**src/rtl/bictr_mod_decode_if.sv**
```systemverilog
// Control/status bundle for the modulus up/down counter with one-hot decode.
// The master side drives the controls; the counter sits on the slave side.
interface bictr_mod_decode_if #(
  parameter int WIDTH   = 4,
  parameter int MODULUS = 12
);
  logic               clr;
  logic               load;
  logic [WIDTH-1:0]   data;
  logic               cen;
  logic               up_dn;
  logic [WIDTH-1:0]   count;
  logic [MODULUS-1:0] count_dec;
  logic               tercnt;
  logic               wrap;
  logic               load_err;

  modport master (
    output clr, load, data, cen, up_dn,
    input  count, count_dec, tercnt, wrap, load_err
  );

  modport slave (
    input  clr, load, data, cen, up_dn,
    output count, count_dec, tercnt, wrap, load_err
  );
endinterface

```
**src/rtl/bictr_mod_decode.sv**
```systemverilog
// Up/down counter over 0..MODULUS-1 with wrap or saturate at the ends,
// clamped range-checked load, and a one-hot decode registered alongside the count.
module bictr_mod_decode #(
  parameter int WIDTH    = 4,
  parameter int MODULUS  = 12,
  parameter bit SATURATE = 1'b0
) (
  input logic              clk,
  input logic              reset,
  bictr_mod_decode_if.slave bus
);

  generate
    if (WIDTH < 1 || WIDTH > 16 || MODULUS < 2 || MODULUS > (1 << WIDTH)) begin : g_bad_params
      $error("bictr_mod_decode: illegal WIDTH/MODULUS combination");
    end
  endgenerate

  localparam logic [WIDTH-1:0] MAX_CNT = WIDTH'(MODULUS - 1);

  logic [WIDTH-1:0]   count_q,   next_count;
  logic [MODULUS-1:0] dec_q,     next_dec;
  logic               wrap_q,    next_wrap;
  logic               err_q,     next_err;
  logic               data_ok;

  // A full power-of-two range accepts every load value, so no compare is built.
  generate
    if (MODULUS == (1 << WIDTH)) begin : g_full_range
      assign data_ok = 1'b1;
    end else begin : g_part_range
      assign data_ok = (bus.data < WIDTH'(MODULUS));
    end
  endgenerate

  always_comb begin
    next_count = count_q;
    next_wrap  = 1'b0;
    next_err   = 1'b0;
    if (bus.clr) begin
      next_count = '0;
    end else if (bus.load) begin
      if (data_ok) begin
        next_count = bus.data;
      end else begin
        next_count = MAX_CNT;
        next_err   = 1'b1;
      end
    end else if (bus.cen) begin
      if (bus.up_dn) begin
        if (count_q != MAX_CNT) begin
          next_count = count_q + 1'b1;
        end else if (!SATURATE) begin
          next_count = '0;
          next_wrap  = 1'b1;
        end
      end else begin
        if (count_q != '0) begin
          next_count = count_q - 1'b1;
        end else if (!SATURATE) begin
          next_count = MAX_CNT;
          next_wrap  = 1'b1;
        end
      end
    end
  end

  // Decoding the next value keeps count_dec aligned with count on the same edge.
  always_comb begin
    next_dec = '0;
    for (int i = 0; i < MODULUS; i++) begin
      next_dec[i] = (next_count == WIDTH'(i));
    end
  end

  always_ff @(posedge clk or posedge reset) begin
    if (reset) begin
      count_q <= '0;
      dec_q   <= MODULUS'(1);
      wrap_q  <= 1'b0;
      err_q   <= 1'b0;
    end else begin
      count_q <= next_count;
      dec_q   <= next_dec;
      wrap_q  <= next_wrap;
      err_q   <= next_err;
    end
  end

  assign bus.count     = count_q;
  assign bus.count_dec = dec_q;
  assign bus.wrap      = wrap_q;
  assign bus.load_err  = err_q;
  assign bus.tercnt    = bus.up_dn ? (count_q == MAX_CNT) : (count_q == '0);

endmodule

```
**src/flat_wrapper.sv**
```systemverilog
// flat-port wrapper written by rule: the top's interface ports become plain ports
module bictr_mod_decode_flat 
#(
  parameter int WIDTH    = 4,
  parameter int MODULUS  = 12,
  parameter bit SATURATE = 1'b0
)
  (clk, reset, bus_clr, bus_load, bus_data, bus_cen, bus_up_dn, bus_count, bus_count_dec, bus_tercnt, bus_wrap, bus_load_err);
  bictr_mod_decode_if #(.WIDTH(WIDTH), .MODULUS(MODULUS)) bus_i ();
  input logic clk;
  input logic reset;
  input wire logic [$bits(bus_i.clr)-1:0] bus_clr;
  input wire logic [$bits(bus_i.load)-1:0] bus_load;
  input wire logic [$bits(bus_i.data)-1:0] bus_data;
  input wire logic [$bits(bus_i.cen)-1:0] bus_cen;
  input wire logic [$bits(bus_i.up_dn)-1:0] bus_up_dn;
  output wire logic [$bits(bus_i.count)-1:0] bus_count;
  output wire logic [$bits(bus_i.count_dec)-1:0] bus_count_dec;
  output wire logic [$bits(bus_i.tercnt)-1:0] bus_tercnt;
  output wire logic [$bits(bus_i.wrap)-1:0] bus_wrap;
  output wire logic [$bits(bus_i.load_err)-1:0] bus_load_err;
  assign bus_i.clr = bus_clr;
  assign bus_i.load = bus_load;
  assign bus_i.data = bus_data;
  assign bus_i.cen = bus_cen;
  assign bus_i.up_dn = bus_up_dn;
  assign bus_count = bus_i.count;
  assign bus_count_dec = bus_i.count_dec;
  assign bus_tercnt = bus_i.tercnt;
  assign bus_wrap = bus_i.wrap;
  assign bus_load_err = bus_i.load_err;
  bictr_mod_decode #(.WIDTH(WIDTH), .MODULUS(MODULUS), .SATURATE(SATURATE)) u_core (.clk(clk), .reset(reset), .bus(bus_i));
endmodule
```
**config.mk**
```make
export PLATFORM = sky130hd
export DESIGN_NAME = bictr_mod_decode_flat
export DESIGN_NICKNAME = d
export VERILOG_FILES = /design/src/rtl/bictr_mod_decode_if.sv /design/src/rtl/bictr_mod_decode.sv /design/src/flat_wrapper.sv
export SDC_FILE = /design/constraint.sdc
export NUM_CORES = 1
export LEC_CHECK = 0
export ABC_AREA = 1
export CAP_MARGIN = 20
export CORE_MARGIN = 4
export CORE_UTILIZATION = 40
export DETAILED_ROUTE_END_ITERATION = 10
export GPL_TIMING_DRIVEN = 1
export PLACE_DENSITY_LB_ADDON = 0.12
export SLEW_MARGIN = 20
export SYNTH_ARGS = -nofsm -noshare
export SYNTH_HDL_FRONTEND = slang
export SYNTH_SLANG_ARGS = --single-unit
```
**constraint.sdc**
```tcl
create_clock -name clk -period 1.5 [get_ports clk]
set_input_delay 0.3 -clock clk [delete_from_list [all_inputs] [get_ports clk]]
set_output_delay 0.3 -clock clk [all_outputs]
set_load 0.01 [all_outputs]
```
Word level (Yosys, flattened, before mapping)
Index checks and enable logic that the tools add are counted.
{"block": "word_totals", "register_bits": 18, "out_inout_bits": 19, "elab_cells": 40}
{"block": "op_classes", "add_sub_neg": 2, "magnitude_cmp": 1, "n_eq_ne": 13, "n_mux": 17, "n_reduce_logical": 3}
{"op": "$mux W4", "count": 7}
{"op": "$eq A4 B4 Y1 const B", "count": 5}
{"op": "$eq A4 B3 Y1 const B", "count": 4}
{"op": "$mux W1", "count": 10}
{"op": "$eq A4 B2 Y1 const B", "count": 2}
{"op": "$logic_not A4 Y1", "count": 2}
{"op": "$add A4 B1 Y4 const B", "count": 1}
{"op": "$eq A4 B1 Y1 const B", "count": 1}
{"op": "$lt A4 B4 Y1 const B", "count": 1}
{"op": "$ne A4 B4 Y1 const B", "count": 1}
{"op": "$reduce_bool A4 Y1", "count": 1}
{"op": "$sub A4 B1 Y4 const B", "count": 1}

Depth between registers and ports, before layout
Gate-level depths: netlist of run 1.
{"block": "depth", "ltp_word": 7, "depth_mapped": 12, "depth_no_buf": 12}

Worst setup path before layout of run 1
OpenSTA, ideal clock, no wires.
{"block": "synth_timing", "path_kind": "reg2reg", "start": "register u_core.count_q[0], in the netlist u_core.bus.count[0]", "end": "register u_core.dec_q[11], in the netlist u_core.bus.count_dec[11]", "setup_ns": 0.072, "t_arrival_ns": 1.497, "slack_ns": -0.069, "stages_incl_launch_ff": 9, "path_cell_list": "dfrtp_1 -> inv_1 -> ha_1 -> xor2_1 -> o21ai_1 -> nand3_1 -> inv_1 -> nand3_1 -> nor2_1"}
{"block": "synth_via", "elab_chain_cells": 7}
{"item": "start, declared", "line": "bictr_mod_decode.sv:21", "text": "logic [WIDTH-1:0] count_q, next_count;"}
{"item": "start signal, assigned", "line": "bictr_mod_decode.sv:83", "text": "count_q <= next_count;"}
{"item": "$sub A4 B1 Y4 (tied with other cells)", "line": "bictr_mod_decode.sv:59", "text": "next_count = count_q - 1'b1;"}
{"item": "$mux W4 (on tied branches)", "line": "bictr_mod_decode.sv:58, bictr_mod_decode.sv:51"}
{"item": "$mux W4 *", "line": "bictr_mod_decode.sv:50", "text": "if (bus.up_dn) begin"}
{"item": "$mux W4 *", "line": "bictr_mod_decode.sv:49", "text": "end else if (bus.cen) begin"}
{"item": "$mux W4 *", "line": "bictr_mod_decode.sv:42", "text": "end else if (bus.load) begin"}
{"item": "$mux W4 *", "line": "bictr_mod_decode.sv:40", "text": "if (bus.clr) begin"}
{"item": "net u_core.next_count[1]", "line": "bictr_mod_decode.sv:21"}
{"item": "$eq A4 B4 Y1 *", "line": "bictr_mod_decode.sv:72", "text": "next_dec[i] = (next_count == WIDTH'(i));"}
{"item": "net u_core.next_dec[11]", "line": "bictr_mod_decode.sv:22", "text": "logic [MODULUS-1:0] dec_q, next_dec;"}
{"item": "end signal, assigned", "line": "bictr_mod_decode.sv:84", "text": "dec_q <= next_dec;"}
{"item": "end, declared", "line": "bictr_mod_decode.sv:22"}
The timed path passes the listed nets; every way through them passes the cells marked *.

Worst setup path in the final report of run 1
{"block": "layout_timing", "start": "register u_core.count_q[0], in the netlist u_core.bus.count[0]", "end": "output bus_tercnt"}
{"block": "layout_via", "elab_chain_cells": 2}
{"item": "$eq A4 B4 Y1 / $logic_not A4 Y1 (equally long branches)", "line": "bictr_mod_decode.sv:94", "text": "assign bus.tercnt = bus.up_dn ? (count_q == MAX_CNT) : (count_q == '0);"}
{"item": "$mux W1 *", "line": "bictr_mod_decode.sv:94"}
{"item": "end, declared", "line": "flat_wrapper.sv:19", "text": "output wire logic [$bits(bus_i.tercnt)-1:0] bus_tercnt;"}
Every way passes the cells marked *; elsewhere a longest branch is shown, timed or not.

==> results_dict.tcl, run 1 <==
set metrics [dict create \
    status "complete, but fails checks" \
    violations "setup timing" \
    path_clk_slew_ns 0.11 \
    avgRoutedWirePerCell_um 12.2 \
    p_comb_share_pct 30.7 \
    ys_top_cells_by_count "nor2_1, nand2_1, dfrtp_1" \
    yosysSeqAreaShare_pct 50.8 \
    rows 16 \
    synth-edff-count 0 \
    p_per_area_nw_per_um2 776 \
    max_slew_margin_pct 78.6 \
    area_growth_pct 72.1 \
    cts_hold_buf 0 \
    ios 29 \
    cp-end-kind "output port" \
    finalWirelength_um 2370 \
    synth_top_family_by_area "simple AND/OR/NAND/NOR gates" \
    synth.net_count 123 \
    clock.fmax_mhz 601 \
    gp_congestion 0.878 \
    avgSynthCellArea_um2 8.00 \
    die_w_um 55.1 \
    drive_above_1_share_pct 40.5 \
    synthAdderAreaFrac_pct 2.82 \
    die_h_um 55.1 \
    min_period_ns 1.66 \
    cts.path.max_buffers 2 \
    timing.final.ws_setup_ns -0.163 \
    synth_cell_types 22 \
    viasPerCell 4.69 \
    cts_tree "built" \
    path_common_cell "inv_2" \
    power.switching_mw 0.349 \
    clock-sinks 18 \
    synth.area.top_cells "dfrtp_1, nor2_1, nand2_1, inv_1, nand3_1" \
    worst_pin_slew_ns 0.319 \
    drt_iter0_drc 34 \
    min_path_type "in -> async" \
    path_delay_family "flip-flops" \
    postSynthCellCount 111 \
    yosys_warnings 0 \
    cp_num_buf_inv 4 \
    grt_max_degree 19 \
    power.leakage_nw 0.925 \
    tns_ns -1.76 \
    crit_path_max_incr_delay_ns 0.43 \
    antenna_found_initial 0 \
    port_buffers 28 \
    p_clk_share_pct 25.0 \
    synth_ff_type "dfrtp_1" \
    cp_slowest_cell "dfrtp_2" \
    drc 0 \
    cts_made_buffers 3 \
    vias 915 \
    required_ns 1.20 \
    cp-start-kind "register" \
    p_int_mw 0.838 \
    skew_ns 0.0123 \
    grt_first_pass_wirelength_um 3580 \
    crit_type "reg -> out" \
    fin_crit_sh_pct 111 \
    dieArea_um2 3040 \
    final-hold-violation-count 0 \
    core_area_um2 2040 \
    cp_max_fo 2 \
    netlist_area_um2 888 \
    vdd.ir_drop.worst_v 0.000772 \
    synth-async-reset-ratio_pct 100 \
    synth-simple-area-share_pct 30.8 \
    grtUsageTotal_pct 17.1 \
    setup_violations 15 \
    htreeDepth 1 \
    cp_data_arrival_time_ns 1.36 \
    nets 181 \
    ant_nets 0 \
    maxCapViolCount 0 \
    clk_latency_ns 0.30 \
    diodes 0 \
    yosysMostFrequentCell "nor2_1" \
    ys_ff_latch 18 \
    grt_pass1_vias 828 \
    initial_core_util_pct 43.5 \
    hold_slack_ns 0.311 \
    fillers 154 \
    dp_hpwl_um 1710 \
    firstDrtPassIters 4 \
    grt_overflow 0 \
    cts-root-buf "clkbuf_4" \
    yosysTopAreaCellShare_pct 47.9 \
    synth.largest_area_cell "dfrtp_1" \
    seq_power_share_pct 44.3 \
    synth_xor_area_share_pct 0.986 \
    rsz0062_at_grt "yes" \
    p_sw_share_pct 29.4 \
    path_cells "inv_2 -> ha_4 -> inv_2 -> nor3_2 -> inv_1 -> o21ai_2 -> buf_2" \
    synth_compound_area_share_pct 6.48 \
    maxSlewViolCount 0 \
    synth_mux_area_share_pct 0 \
]
## cell usage in the layout, fill, tap and decap left out, types with 2 or more instances in the layout
| cell type | Yosys | routed |
|---|---|---|
| buf_6 | 1 | 3 |
| dlygate4sd2_1 | 0 | 4 |
| nand3_2 | 1 | 2 |
| o21ai_2 | 0 | 2 |
| buf_4 | 0 | 23 |
| dlymetal6s2s_1 | 0 | 10 |
| dfrtp_1 | 17 | 15 |
| clkdlybuf4s50_1 | 0 | 12 |
| a21oi_1 | 2 | 2 |
| o21ai_1 | 1 | 2 |
| nand2_2 | 5 | 10 |
| nand2_1 | 22 | 16 |
| clkbuf_4 | 0 | 3 |
| nor2_2 | 1 | 6 |
| dfrtp_2 | 0 | 2 |
| inv_1 | 14 | 10 |
| nand3_1 | 7 | 6 |
| ha_4 | 0 | 2 |
| nor2_1 | 23 | 17 |
| buf_2 | 0 | 2 |
| inv_2 | 2 | 6 |
## timing repair
action	4_1_cts	5_1_grt
endpoints found under the hold margin	0	0
gates resized for setup	28	25
endpoints found under the setup margin	21	25
setup buffers	4	0
pin swaps	8	7
## area by class of cell
| cell class | count | area (um2) | share of cell area, % |
|---|---|---|---|
| well taps | 27 | 33.8 | 2.21 |
| clock buffers | 4 | 36.3 | 2.37 |
| flip-flops and latches | 18 | 454 | 29.7 |
| multi-input cells | 76 | 448 | 29.3 |
| inverters | 16 | 60.1 | 3.93 |
| repair buffers | 54 | 497 | 32.5 |
## worst register-to-register path, stage by stage, from the launching register on
cell and delay, ns:
dfrtp_2 0.44, buf_6 0.13, ha_4 0.15, nand2_4 0.07, buf_6 0.10, nor2_2 0.04, o211ai_1 0.28, nand2_1 0.17
nand2_2 0.11, nor2_1 0.06
## routing by layer
layer / vias to the layer above / GRT usage (%) / share of wire, %
met5: - / 0 / 0
met4: 0 / 6.48 / 1.6
met3: 8 / 6.43 / 8.4
met2: 36 / 27.4 / 46
met1: 414 / 21.0 / 44
li1: 457 / - / -
## kinds of logic (layout without fill, tap and decap cells)
kind of cell	Yosys count	in the layout
buf+inv	17	74
flops	18	18
xor+xnor	1	1
compound gates	10	10
simple gates	63	63
fa+ha+maj	2	2
## power groups by stage
| stage | Clock [mW] | Sequential, mW | Combinational, mW |
|---|---|---|---|
| after floorplan | 0 | 0.554 | 0.128 |
| final | 0.297 | 0.525 | 0.364 |
| after detailed placement | 0 | 0.534 | 0.320 |
| after CTS | 0.299 | 0.525 | 0.344 |
| after global placement | 0 | 0.533 | 0.314 |
| after global routing | 0.326 | 0.528 | 0.398 |
## metrics by stage
stage	setup slack [ns]	area (um2)	instances	total power, mW	util, %
after floorplan	0.0143	891	111	0.681	-
after detailed placement	-0.536	1360	187	0.854	66.5
final	-0.163	1530	195	1.19	74.9
after CTS	-0.161	1460	195	1.17	71.5
after global routing	-0.256	1530	195	1.25	74.9
after global placement	-0.506	1360	187	0.847	66.5
## state kept, by name, indices dropped and copies added, names as in the netlist
name / flops
u_core.bus.load_err: 1
u_core.bus.count_dec: 12
u_core.bus.wrap: 1
u_core.bus.count: 4
## final timing paths
path	start	endpoint	slack, ns	cells past startpoint
max	u_core.bus.count[0]	bus_tercnt	-0.16	7
min	reset	u_core.bus.count[1]	0.31	3
max reg2reg	u_core.bus.count[1]	u_core.bus.count_dec[4]	-0.14	9
min reg2reg	u_core.bus.count[2]	u_core.bus.wrap	0.75	5
max in group asynchronous	reset	u_core.bus.count_dec[0]	0.94	3
min in group clk	bus_up_dn	u_core.bus.wrap	0.50	5
Power figures use the tool's default switching activity.
==> inputs of run 2 (changes only) <==
--- a/config.mk
+++ b/config.mk
@@ -9,6 +9,7 @@
 export CAP_MARGIN = 20
 export CORE_MARGIN = 4
 export CORE_UTILIZATION = 40
+export CTS_CLUSTER_DIAMETER = 80
 export DETAILED_ROUTE_END_ITERATION = 10
 export GPL_TIMING_DRIVEN = 1
 export PLACE_DENSITY_LB_ADDON = 0.12
==> results of run 2 <==
Final layout, timing and power as in run 1 (identical DEF).
